$ cat config.mk
export PLATFORM = sky130hd
export DESIGN_NAME = axi_line_refill_master
export DESIGN_NICKNAME = d
export VERILOG_FILES = /design/src/rtl/axi_line_refill_master.sv
export SDC_FILE = /design/constraint.sdc
export NUM_CORES = 1
export LEC_CHECK = 0
export ABC_CLOCK_PERIOD_IN_PS = 1900
export CELL_PAD_IN_SITES_DETAIL_PLACEMENT = 0
export CELL_PAD_IN_SITES_GLOBAL_PLACEMENT = 2
export CORE_MARGIN = 3
export CORE_UTILIZATION = 22
export CTS_BUF_LIST = sky130_fd_sc_hd__clkbuf_8 sky130_fd_sc_hd__clkbuf_16
export CTS_CLUSTER_SIZE = 25
export DETAILED_ROUTE_END_ITERATION = 6
export HOLD_SLACK_MARGIN = 0.15
export PLACE_DENSITY_LB_ADDON = 0.1
export SYNTH_ARGS = -nofsm -noshare
export SYNTH_HDL_FRONTEND = slang
export SYNTH_SLANG_ARGS = --single-unit
$ cat constraint.sdc
create_clock -name clk -period 1.9 [get_ports clk]
set_input_delay 0.38 -clock clk [delete_from_list [all_inputs] [get_ports clk]]
set_output_delay 0.38 -clock clk [all_outputs]
set_load 0.01 [all_outputs]
$ cat src/rtl/axi_line_refill_master.sv
// axi_line_refill_master: turns one cache line-miss request into a single
// AXI4 burst read of a full line and streams the beats back as indexed words.
//
// Optional feature macro: REFILL_CRITICAL_WORD_FIRST_EN
//   defined   -> word-aligned araddr, WRAP burst, fill index starts at the missed word
//   undefined -> line-aligned araddr, INCR burst, fill index starts at 0
//
// Ports:
//   clk, rst_n                      clock, async active-low reset
//   miss_req_i / miss_addr_i        line-fill request and missing byte address
//   miss_gnt_o                      request accepted (high while idle)
//   fill_valid_o/data/word/last/err indexed word return to the line buffer
//   busy_o                          refill in progress
//   m_axi_ar*                       AXI4 read address channel
//   m_axi_r*                        AXI4 read data channel
module axi_line_refill_master #(
  parameter int unsigned ADDR_WIDTH = 32,
  parameter int unsigned DATA_WIDTH = 32,
  parameter int unsigned LINE_WORDS = 4,
  parameter int unsigned ID_WIDTH   = 4,
  parameter int unsigned AXI_ID     = 0
) (
  input  logic                          clk,
  input  logic                          rst_n,
  input  logic                          miss_req_i,
  input  logic [ADDR_WIDTH-1:0]         miss_addr_i,
  output logic                          miss_gnt_o,
  output logic                          fill_valid_o,
  output logic [DATA_WIDTH-1:0]         fill_data_o,
  output logic [$clog2(LINE_WORDS)-1:0] fill_word_o,
  output logic                          fill_last_o,
  output logic                          fill_err_o,
  output logic                          busy_o,
  output logic [ID_WIDTH-1:0]           m_axi_arid,
  output logic [ADDR_WIDTH-1:0]         m_axi_araddr,
  output logic [7:0]                    m_axi_arlen,
  output logic [2:0]                    m_axi_arsize,
  output logic [1:0]                    m_axi_arburst,
  output logic                          m_axi_arvalid,
  input  logic                          m_axi_arready,
  input  logic [DATA_WIDTH-1:0]         m_axi_rdata,
  input  logic [1:0]                    m_axi_rresp,
  input  logic                          m_axi_rlast,
  input  logic                          m_axi_rvalid,
  output logic                          m_axi_rready
);

  localparam int unsigned IDX_W      = $clog2(LINE_WORDS);
  localparam int unsigned LINE_BYTES = LINE_WORDS * 4;
  localparam logic [IDX_W-1:0] LAST_BEAT = IDX_W'(LINE_WORDS - 1);

`ifdef REFILL_CRITICAL_WORD_FIRST_EN
  localparam logic [ADDR_WIDTH-1:0] ADDR_MASK = ~ADDR_WIDTH'(3);
  localparam logic [1:0]            BURST     = 2'b10;
`else
  localparam logic [ADDR_WIDTH-1:0] ADDR_MASK = ~ADDR_WIDTH'(LINE_BYTES - 1);
  localparam logic [1:0]            BURST     = 2'b01;
`endif

  typedef enum logic [1:0] {S_IDLE, S_ADDR, S_DATA} state_e;

  state_e                  state_q, state_d;
  logic [ADDR_WIDTH-1:0]   addr_q, addr_d;
  logic [IDX_W-1:0]        word_q, word_d;
  logic [IDX_W-1:0]        beat_q, beat_d;
  logic                    err_q, err_d;
  logic                    drain_q, drain_d;
  logic                    fill_valid_q, fill_valid_d;
  logic [DATA_WIDTH-1:0]   fill_data_q, fill_data_d;
  logic [IDX_W-1:0]        fill_word_q, fill_word_d;
  logic                    fill_last_q, fill_last_d;
  logic                    fill_err_q, fill_err_d;
  logic [IDX_W-1:0]        start_word_c;
  logic                    count_end_c, line_end_c, beat_err_c;
  logic                    unused_rresp_lsb;

  // Only the error bit of rresp matters; OKAY vs EXOKAY is irrelevant here.
  assign unused_rresp_lsb = m_axi_rresp[0];

`ifdef REFILL_CRITICAL_WORD_FIRST_EN
  assign start_word_c = miss_addr_i[IDX_W+1:2];
`else
  assign start_word_c = '0;
`endif

  // State and datapath registers
  always_ff @(posedge clk or negedge rst_n) begin
    if (!rst_n) begin
      state_q      <= S_IDLE;
      addr_q       <= '0;
      word_q       <= '0;
      beat_q       <= '0;
      err_q        <= 1'b0;
      drain_q      <= 1'b0;
      fill_valid_q <= 1'b0;
      fill_data_q  <= '0;
      fill_word_q  <= '0;
      fill_last_q  <= 1'b0;
      fill_err_q   <= 1'b0;
    end else begin
      state_q      <= state_d;
      addr_q       <= addr_d;
      word_q       <= word_d;
      beat_q       <= beat_d;
      err_q        <= err_d;
      drain_q      <= drain_d;
      fill_valid_q <= fill_valid_d;
      fill_data_q  <= fill_data_d;
      fill_word_q  <= fill_word_d;
      fill_last_q  <= fill_last_d;
      fill_err_q   <= fill_err_d;
    end
  end

  // Next-state and fill generation
  always_comb begin
    state_d      = state_q;
    addr_d       = addr_q;
    word_d       = word_q;
    beat_d       = beat_q;
    err_d        = err_q;
    drain_d      = drain_q;
    fill_valid_d = 1'b0;
    fill_data_d  = fill_data_q;
    fill_word_d  = fill_word_q;
    fill_last_d  = 1'b0;
    fill_err_d   = 1'b0;
    count_end_c  = 1'b0;
    line_end_c   = 1'b0;
    beat_err_c   = 1'b0;
    case (state_q)
      S_IDLE: begin
        if (miss_req_i) begin
          addr_d  = miss_addr_i & ADDR_MASK;
          word_d  = start_word_c;
          beat_d  = '0;
          err_d   = 1'b0;
          drain_d = 1'b0;
          state_d = S_ADDR;
        end
      end
      S_ADDR: begin
        if (m_axi_arready) state_d = S_DATA;
      end
      S_DATA: begin
        if (m_axi_rvalid) begin
          if (drain_q) begin
            // Surplus beats after a count-forced line end are swallowed.
            if (m_axi_rlast) begin
              drain_d = 1'b0;
              state_d = S_IDLE;
            end
          end else begin
            count_end_c  = (beat_q == LAST_BEAT);
            line_end_c   = m_axi_rlast | count_end_c;
            // Error: bad response, early rlast, or missing rlast on the final beat.
            beat_err_c   = m_axi_rresp[1] | (m_axi_rlast ^ count_end_c);
            fill_valid_d = 1'b1;
            fill_data_d  = m_axi_rdata;
            fill_word_d  = word_q;
            fill_last_d  = line_end_c;
            fill_err_d   = line_end_c & (err_q | beat_err_c);
            word_d       = word_q + IDX_W'(1);
            beat_d       = beat_q + IDX_W'(1);
            err_d        = err_q | beat_err_c;
            if (line_end_c) begin
              err_d = 1'b0;
              if (m_axi_rlast) state_d = S_IDLE;
              else             drain_d = 1'b1;
            end
          end
        end
      end
      default: state_d = S_IDLE;
    endcase
  end

  assign miss_gnt_o    = (state_q == S_IDLE);
  assign busy_o        = (state_q != S_IDLE);
  assign m_axi_arvalid = (state_q == S_ADDR);
  assign m_axi_rready  = (state_q == S_DATA);
  assign m_axi_arid    = ID_WIDTH'(AXI_ID);
  assign m_axi_araddr  = addr_q;
  assign m_axi_arlen   = 8'(LINE_WORDS - 1);
  assign m_axi_arsize  = 3'b010;
  assign m_axi_arburst = BURST;

  assign fill_valid_o  = fill_valid_q;
  assign fill_data_o   = fill_data_q;
  assign fill_word_o   = fill_word_q;
  assign fill_last_o   = fill_last_q;
  assign fill_err_o    = fill_err_q;

endmodule

* After elaboration in Yosys (flattened, before gate mapping) *
Index checks and enable logic that the tools add are counted.

operators by class
  multiplexer cells = 33
  reduce and logical (&&, ||, !) cells = 8
  equal/unequal tests = 8
  $add $sub $neg = 2
  bitwise logic cells = 6

operator list
  operator                                              count
  2-to-1 mux 2 bit                                      11
  2-to-1 mux 1 bit                                      17
  one-hot mux 2 bit (2 select lines)                    2
  AND reduction 4 bit                                   2
  != test 2 bit (second input constant)                 3
  one-hot mux 2 bit (3 select lines)                    1
  AND reduction 3 bit                                   2
  adder 2 x 1 -> 2 bit (second input constant)          2
  equality test 2 bit (second input constant)           2
  one-hot mux 1 bit (2 select lines)                    2
  nonzero test 2 bit                                    2
  != test 3 x 1 -> 1 bit (second input constant)        1
  bitwise OR 1 bit                                      3
  equality test 2 x 1 -> 1 bit (second input constant)  1
  logical NOT 2 bit                                     1
  != test 2 x 1 -> 1 bit (second input constant)        1
  AND reduction 2 bit                                   1
  bitwise AND 1 bit                                     1
  inverter 1 bit                                        1
  bitwise XOR 1 bit                                     1

word-level totals
  logic and storage cells = 68
  bits of input ports = 72
  output and inout bits = 90
  bits in registers = 73

* Longest topological paths before layout *
Gate-level depths: netlist (run 1).

  word-level depth = 8
  mapped depth = 6
  depth with buffers taken out = 6

* Least setup slack after synthesis (run 1) *
No wires, ideal clock.

  kind = register to register
  start point = reg beat_q[0]
  end point = reg err_q
  path buffers = 0
  stages on the path, launching flop included = 7
  slack = 0.499 ns
  data arrival time = 1.280 ns
  data required time = 1.779 ns
  clock period less this slack = 1.401 ns
  setup time = 0.121 ns
  cell sequence = dfrtp_1 > ha_1 > inv_1 > ha_1 > nor3_1 > nor2_1 > a22o_1

on the way
  longest elaborated chain between the ends = 8
  elaborated cells on any way between the ends = 9
  classes of those cells = eq/ne: 1; mux: 4; bitwise: 4

ends and longest elaborated chain
  element                                 RTL line  source
  from (decl)                             65        logic [IDX_W-1:0] beat_q, beat_d;
  from (signal assigned)                  104       beat_q <= beat_d;
  equality test 2 bit (*)                 154       count_end_c = (beat_q == LAST_BEAT);
  bitwise XOR 1 bit                       157       beat_err_c = m_axi_rresp[1] | (m_axi_rlast ^ count_end_c);
  bitwise OR 1 bit                        157
  bitwise OR 1 bit                        165       err_d = err_q | beat_err_c;
  2-to-1 mux 1 bit (*)                    166       if (line_end_c) begin
  2-to-1 mux 1 bit (*)                    147       if (drain_q) begin
  2-to-1 mux 1 bit (*)                    146       if (m_axi_rvalid) begin
  one-hot mux 1 bit (2 select lines) (*)  131       case (state_q)
  to (signal assigned)                    105       err_q <= err_d;
  to (decl)                               66        logic err_q, err_d;

Mark *: on every way between the ends. The rest lies on a longest branch, timed or not. The select of a mux whose other input is x is not followed.
A chain may end at the register's enable or synchronous reset.

* Worst setup path in the final report (run 1) *
  start point = reg state_q[0]
  end point = out busy_o

on the way
  longest elaborated chain between the ends = 1

ends and longest elaborated chain
  element                 RTL line  source
  from (decl)             62        state_e state_q, state_d;
  from (signal assigned)  101       state_q <= state_d;
  nonzero test 2 bit      179       assign busy_o = (state_q != S_IDLE);
  to (decl)               33        output logic busy_o,

Every way passes these cells.

==> flow_metrics.tcl, run 1 <==
set metrics [dict create \
    finalCritPeriodShare_pct 94.1 \
    syn_inst 275 \
    grt_pass1_vias 2373 \
    multi_input_area_um2 1010 \
    antenna_found_initial 0 \
    cts_tree "done" \
    antenna_left 0 \
    start_util_pct 22.6 \
    cts.sinks 73 \
    cts_buffers 9 \
    layout-drive-gt1-share_pct 14.4 \
    die_h_um 123 \
    dpl.cell_count 584 \
    syn_area_um2 3020 \
    root_buffer "clkbuf_16" \
    grt_start_max_net_pins 33 \
    die_area_um2 15100 \
    synth_seq_cells 73 \
    cts_setup_buffers 0 \
    cp-start-kind "register" \
    path_class "reg -> out" \
    total_power_mw 7.45 \
    vias_per_cell 3.79 \
    firstDrtPassIters 4 \
    ys.warnings.count 0 \
    avgSynthCellArea_um2 11.0 \
    critical_path.max_fanout 4 \
    layout.nets 495 \
    die_w_um 123 \
    critPathSlowestCell "clkdlybuf4s50_1" \
    synth_area_leaders "dfrtp_1 61%, nand2_1 13%, mux2_2 10%" \
    core-area_um2 13300 \
    nFillCells 1375 \
    postLayoutCoreUtil_pct 36.4 \
    rsz0062_at_grt "no" \
    clk_latency_ns 0.33 \
    period_needed_ns 1.79 \
    hold_slack_ns 0.470 \
    io_pins 162 \
    synth.distinct_cells 25 \
    clock.fmax_mhz 559 \
    clk_pin_slew_worst_paths_ns 0.06 \
    finalSetupViolations 0 \
    regArea_um2 1830 \
    crit_path_max_incr_delay_ns 0.47 \
    irDropWorstVdd_mv 0.507 \
    synth_top_area_share_pct 60.6 \
    area_growth_pct 61.1 \
    port-buffer-count 135 \
    arrival_ns 1.41 \
    drv_cap 0 \
    htreeDepth 3 \
    wl_per_cell_um 13.3 \
    diodes 0 \
    skew_ns 0.00439 \
    outcome "completed" \
    grt_pass1_wl_um 12500 \
    synth_top_area_cell "dfrtp_1" \
    end_kind "output port" \
    ys_seq_area_share_pct 60.6 \
    vias 2275 \
    p_leak_nw 2.25 \
    gr-total-overflow 0 \
    postRouteWirelength_um 7980 \
    finalHoldViolCount 0 \
    maxSlewViolCount 0 \
    rows 42 \
    cts_buffer_depth 2 \
    gp_congestion 0.641 \
    instances_no_fill 601 \
    place_hpwl_um 5590 \
    drtIter0Drc 106 \
    crit_required_ns 1.52 \
    grt_usage_pct 10.9 \
    min_path_type "reg -> reg" \
    drcViolationCount 0 \
    power_density_nw_per_um2 1530 \
    cp_cell_sequence "nor2_4 -> inv_1 -> clkdlybuf4s50_1" \
]
-- sequential cells by signal, summed over array words and instances (netlist names) --
| name | count |
|---|---|
| word_q | 2 |
| fill_data_o | 32 |
| err_q | 1 |
| fill_valid_o | 1 |
| m_axi_araddr | 28 |
| drain_q | 1 |
| fill_last_o | 1 |
| fill_err_o | 1 |
| beat_q | 2 |
| state_q | 2 |
| fill_word_o | 2 |
-- per-layer routing --
metal | up-vias | wire length, um | track usage, %
met5 | - | 0 | 0
met4 | 0 | 176 | 5.40
met3 | 12 | 707 | 3.71
met2 | 95 | 3630 | 17.3
met1 | 1046 | 3470 | 13.2
li1 | 1122 | - | -
-- area by class of cell --
class	instances	share of cell area, %
Timing Repair Buffer	147	30.4
Clock inverter	3	0.283
Sequential cell	73	37.6
Clock buffer	13	5.77
Inverter	6	0.464
Multi-Input combinational cell	183	20.9
Tap cell	176	4.53
-- placed cells by master, fill, tap and decap left out --
| master | count |
|---|---|
| clkdlybuf4s50_1 | 131 |
| nand2_1 | 105 |
| dfrtp_1 | 72 |
| mux2_2 | 28 |
| conb_1 | 21 |
| clkbuf_16 | 9 |
| buf_4 | 9 |
| inv_1 | 6 |
| nor2_1 | 5 |
| clkbuf_8 | 4 |
| o21ai_0 | 3 |
| ha_1 | 3 |
| buf_12 | 3 |
| nor2b_1 | 2 |
| nor3_1 | 2 |
| mux2i_1 | 2 |
| a22o_1 | 2 |
| clkinv_2 | 2 |
| dlygate4sd2_1 | 2 |
| nor2_4 | 1 |
| nor2b_2 | 1 |
| nand4bb_2 | 1 |
| inv_2 | 1 |
| nor3b_4 | 1 |
| a21o_1 | 1 |
| or2_1 | 1 |
| nand2b_1 | 1 |
| a21oi_1 | 1 |
| a31oi_1 | 1 |
| a32oi_1 | 1 |
| dlygate4sd3_1 | 1 |
| dlymetal6s2s_1 | 1 |
| dfrtp_2 | 1 |
-- worst paths after layout --
| check | to | slack [ns] | from | cells past startpoint |
|---|---|---|---|---|
| hold / removal | fill_word_o[0] | 0.47 | fill_word_o[0] | 2 |
| max in group asynchronous | m_axi_araddr[19] | 0.80 | rst_n | 3 |
| hold reg to reg | fill_word_o[0] | 0.47 | fill_word_o[0] | 2 |
| setup / recovery | busy_o | 0.11 | state_q[0] | 3 |
| setup reg to reg | m_axi_araddr[28] | 0.33 | state_q[0] | 4 |
| min in group asynchronous | fill_data_o[31] | 0.52 | rst_n | 2 |
-- where the power goes --
group	total (mW)	internal (mW)	switching (mW)
Clock	1.65	1.02	0.636
Sequential	2.64	2.26	0.374
Combinational	3.16	1.88	1.28
Total	7.45	5.16	2.29
-- metrics by stage --
step | worst slack (ns) | cell area (um^2) | setup TNS, ns
2_1_floorplan | 0.499 | 3090 | 0
3_3_place_gp | 0.0626 | 4540 | 0
3_5_place_dp | 0.0393 | 4540 | 0
4_1_cts | -0.000106 | 4850 | -0.000106
5_1_grt | 0.0376 | 4860 | 0
6_report | 0.112 | 4860 | 0
-- synthesized netlist by cell type (all sizes together) --
master	n
a32oi	1
a22o	2
inv	6
dfrtp	73
nor2	6
conb	2
o21ai	3
nor2b	3
a21oi	1
nor3	2
nand2	105
nor3b	1
nand2b	1
buf	30
mux2i	2
or2	1
ha	3
clkbuf	2
a21o	1
nand4bb	1
a31oi	1
mux2	28
-- cells by family (layout without fill, tap and decap cells) --
logic type               after synthesis  in the layout  synth area share, %
buffers and inverters                 38            169                 8.67
AND/OR/NAND/NOR                      120            120                 16.1
AO/OA/AOI/OAI                          9              9                 1.99
other                                  2             21                0.249
flip-flops                            73             73                 60.6
adder cells (fa/ha/maj)                3              3                 1.24
multiplexers                          30             30                 11.1
-- worst max-delay path, delay by kind of cell, from the launching register on --
family,cells,cell delay (ns)
buffers and inverters,2,0.51
AND/OR/NAND/NOR,1,0.14
flip-flops,1,0.43
-- repair_timing --
action	4_1_cts	5_1_grt
hold endpoints to repair	25	0
resized for setup	5	2
hold buffers	1	0
setup endpoints to repair	4	2
No activity file was read; power rests on OpenSTA's default activity.
==> run 2, diff against run 1 <==
- SLEW_MARGIN: not set -> 20
==> results of run 2 <==
Same layout as run 1: the final DEF is identical, and so are final timing and power.
==> run 3, diff against run 2 <==
- ABC_CLOCK_PERIOD_IN_PS: 1900 -> 1550
- CORE_UTILIZATION: 22 -> 32
- DONT_BUFFER_PORTS: not set -> 1
- clock period: 1.9 -> 1.55 ns (I/O delays scaled with it)
==> run 3 against run 2 <==
  * The run now ends with hold timing left
  * Critical endpoint is now m_axi_araddr[6]
  * Highest routed layer unchanged
  * First-iteration DRC count shrank 38%
  * Critical path type is now reg -> reg
  * Critical path depth increased by 1
  * Via count fell by 11%
  * Largest power group is now sequential cells
  * Die area decreased by 30%
  * Clock skew rose by 0.0041 ns
  * Utilization grew 8.3 points
  * Routed wire length fell by 15%
  * Flip-flop and latch count is the same
==> flow_metrics.tcl, run 3 (synthesis results as in run 1) <==
set metrics [dict create \
    outcome "finished with violations" \
    violations "hold timing" \
    reg2reg_from "state_q[0]" \
    cts_buffers 9 \
    finalCritPeriodShare_pct 95.1 \
    die_w_um 103 \
    finalSetupViolations 0 \
    root_buffer "clkbuf_8" \
    port-buffer-count 0 \
    clk_pin_slew_worst_paths_ns 0.08 \
    crit_path_max_incr_delay_ns 0.39 \
    grt_usage_pct 12.6 \
    postPlaceCellArea_um2 3090 \
    clock.fmax_mhz 678 \
    drv_cap 0 \
    clk_latency_ns 0.34 \
    area_growth_pct 32.4 \
    crit_required_ns 1.77 \
    cts.sinks 73 \
    vias 2021 \
    maxSlewViolCount 0 \
    dp_worst_setup_slack_ns 0.0689 \
    endpoint "m_axi_araddr[6]" \
    drtIter0Drc 66 \
    r2r_end "m_axi_araddr[6]" \
    cp_cell_sequence "buf_4 -> nor3b_4 -> buf_12 -> mux2_2" \
    io_pins 162 \
    path_depth 4 \
    cts_buffer_depth 2 \
    min_path_type "in -> async" \
    crit_family "flip-flops" \
    finalHoldViolCount 73 \
    antenna_found_initial 0 \
    largest_reg_flops 32 \
    cts_tree "done" \
    total_power_mw 7.41 \
    layout_common_cells "105 x nand2_1, 73 x dfrtp_1, 61 x dlygate4sd3_1, 28 x mux2_2, 21 x conb_1" \
    place_hpwl_um 4430 \
    firstDrtPassIters 4 \
    critical_path.max_fanout 25 \
    htreeDepth 3 \
    antenna_left 0 \
    crit_buf_inv 2 \
    setup_slack_ns 0.0759 \
    path_class "reg -> reg" \
    hold_slack_ns -0.343 \
    die_area_um2 10600 \
    gp_congestion 0.647 \
    grt_pass1_vias 2030 \
    startpoint "state_q[0]" \
    grt_start_max_net_pins 74 \
    grt_pass1_wl_um 10200 \
    reg2reg_slack_ns 0.08 \
    stdcell_area_um2 3990 \
    end_kind "register" \
    arrival_ns 1.70 \
    core-area_um2 8930 \
    tns_ns 0 \
    critPathSlowestCell "dfrtp_1" \
    period_needed_ns 1.47 \
    cp-start-kind "register" \
    p_leak_nw 1.95 \
    vias_per_cell 4.38 \
    layout-drive-gt1-share_pct 18.1 \
    instances_no_fill 461 \
    multi_input_area_um2 1010 \
    layout.nets 423 \
    regArea_um2 1830 \
    diodes 0 \
    wl_per_cell_um 14.6 \
    rsz0062_at_grt "no" \
    drcViolationCount 0 \
    die_h_um 103 \
    postCtsHoldBufs 61 \
    rr_worst_depth 4 \
    start_util_pct 33.8 \
    irDropWorstVdd_mv 0.731 \
    dpl.cell_count 382 \
    postRouteWirelength_um 6750 \
    layout_commonest_cell "nand2_1" \
    rows 34 \
    nFillCells 856 \
    gr-total-overflow 0 \
    power_density_nw_per_um2 1860 \
    postLayoutCoreUtil_pct 44.7 \
    skew_ns 0.00845 \
]
-- run 3: power breakdown --
group | internal, mW | switching, mW
Sequential | 2.77 | 0.967
Clock | 1.20 | 0.697
Combinational | 0.964 | 0.807
-- run 3: worst min path at each step --
stage	end	slack, ns	cells after the start
floorplan	beat_q[0]	0.01	0
global placement	m_axi_araddr[19]	0.02	0
detailed placement	m_axi_araddr[20]	0.02	0
CTS	m_axi_araddr[20]	-0.37	0
global route	m_axi_araddr[20]	-0.37	0
finish	m_axi_araddr[20]	-0.34	0
-- run 3: what timing repair did --
| item | CTS | global route |
|---|---|---|
| setup buffers | 1 | 1 |
| gates resized for setup | 1 | 3 |
| pin swaps | 0 | 0 |
| endpoints found under the hold margin | 135 | 73 |
| setup endpoints to repair | 2 | 5 |
-- run 3: area by class of cell --
cell class,instances,area share [%]
Timing Repair Buffer,75,18.3
Inverter,6,0.564
Clock buffer,12,4.14
Multi-Input combinational cell,183,25.4
Sequential cell,73,45.7
Tap cell,108,3.38
Clock inverter,4,2.44
-- run 3: per-layer routing --
metal	vias to the layer above	wire length, um	track usage [%]
met3	10	597	4.53
met4	0	93	5.38
met1	942	2820	15.1
li1	974	-	-
met2	95	3230	20.2
met5	-	0	0
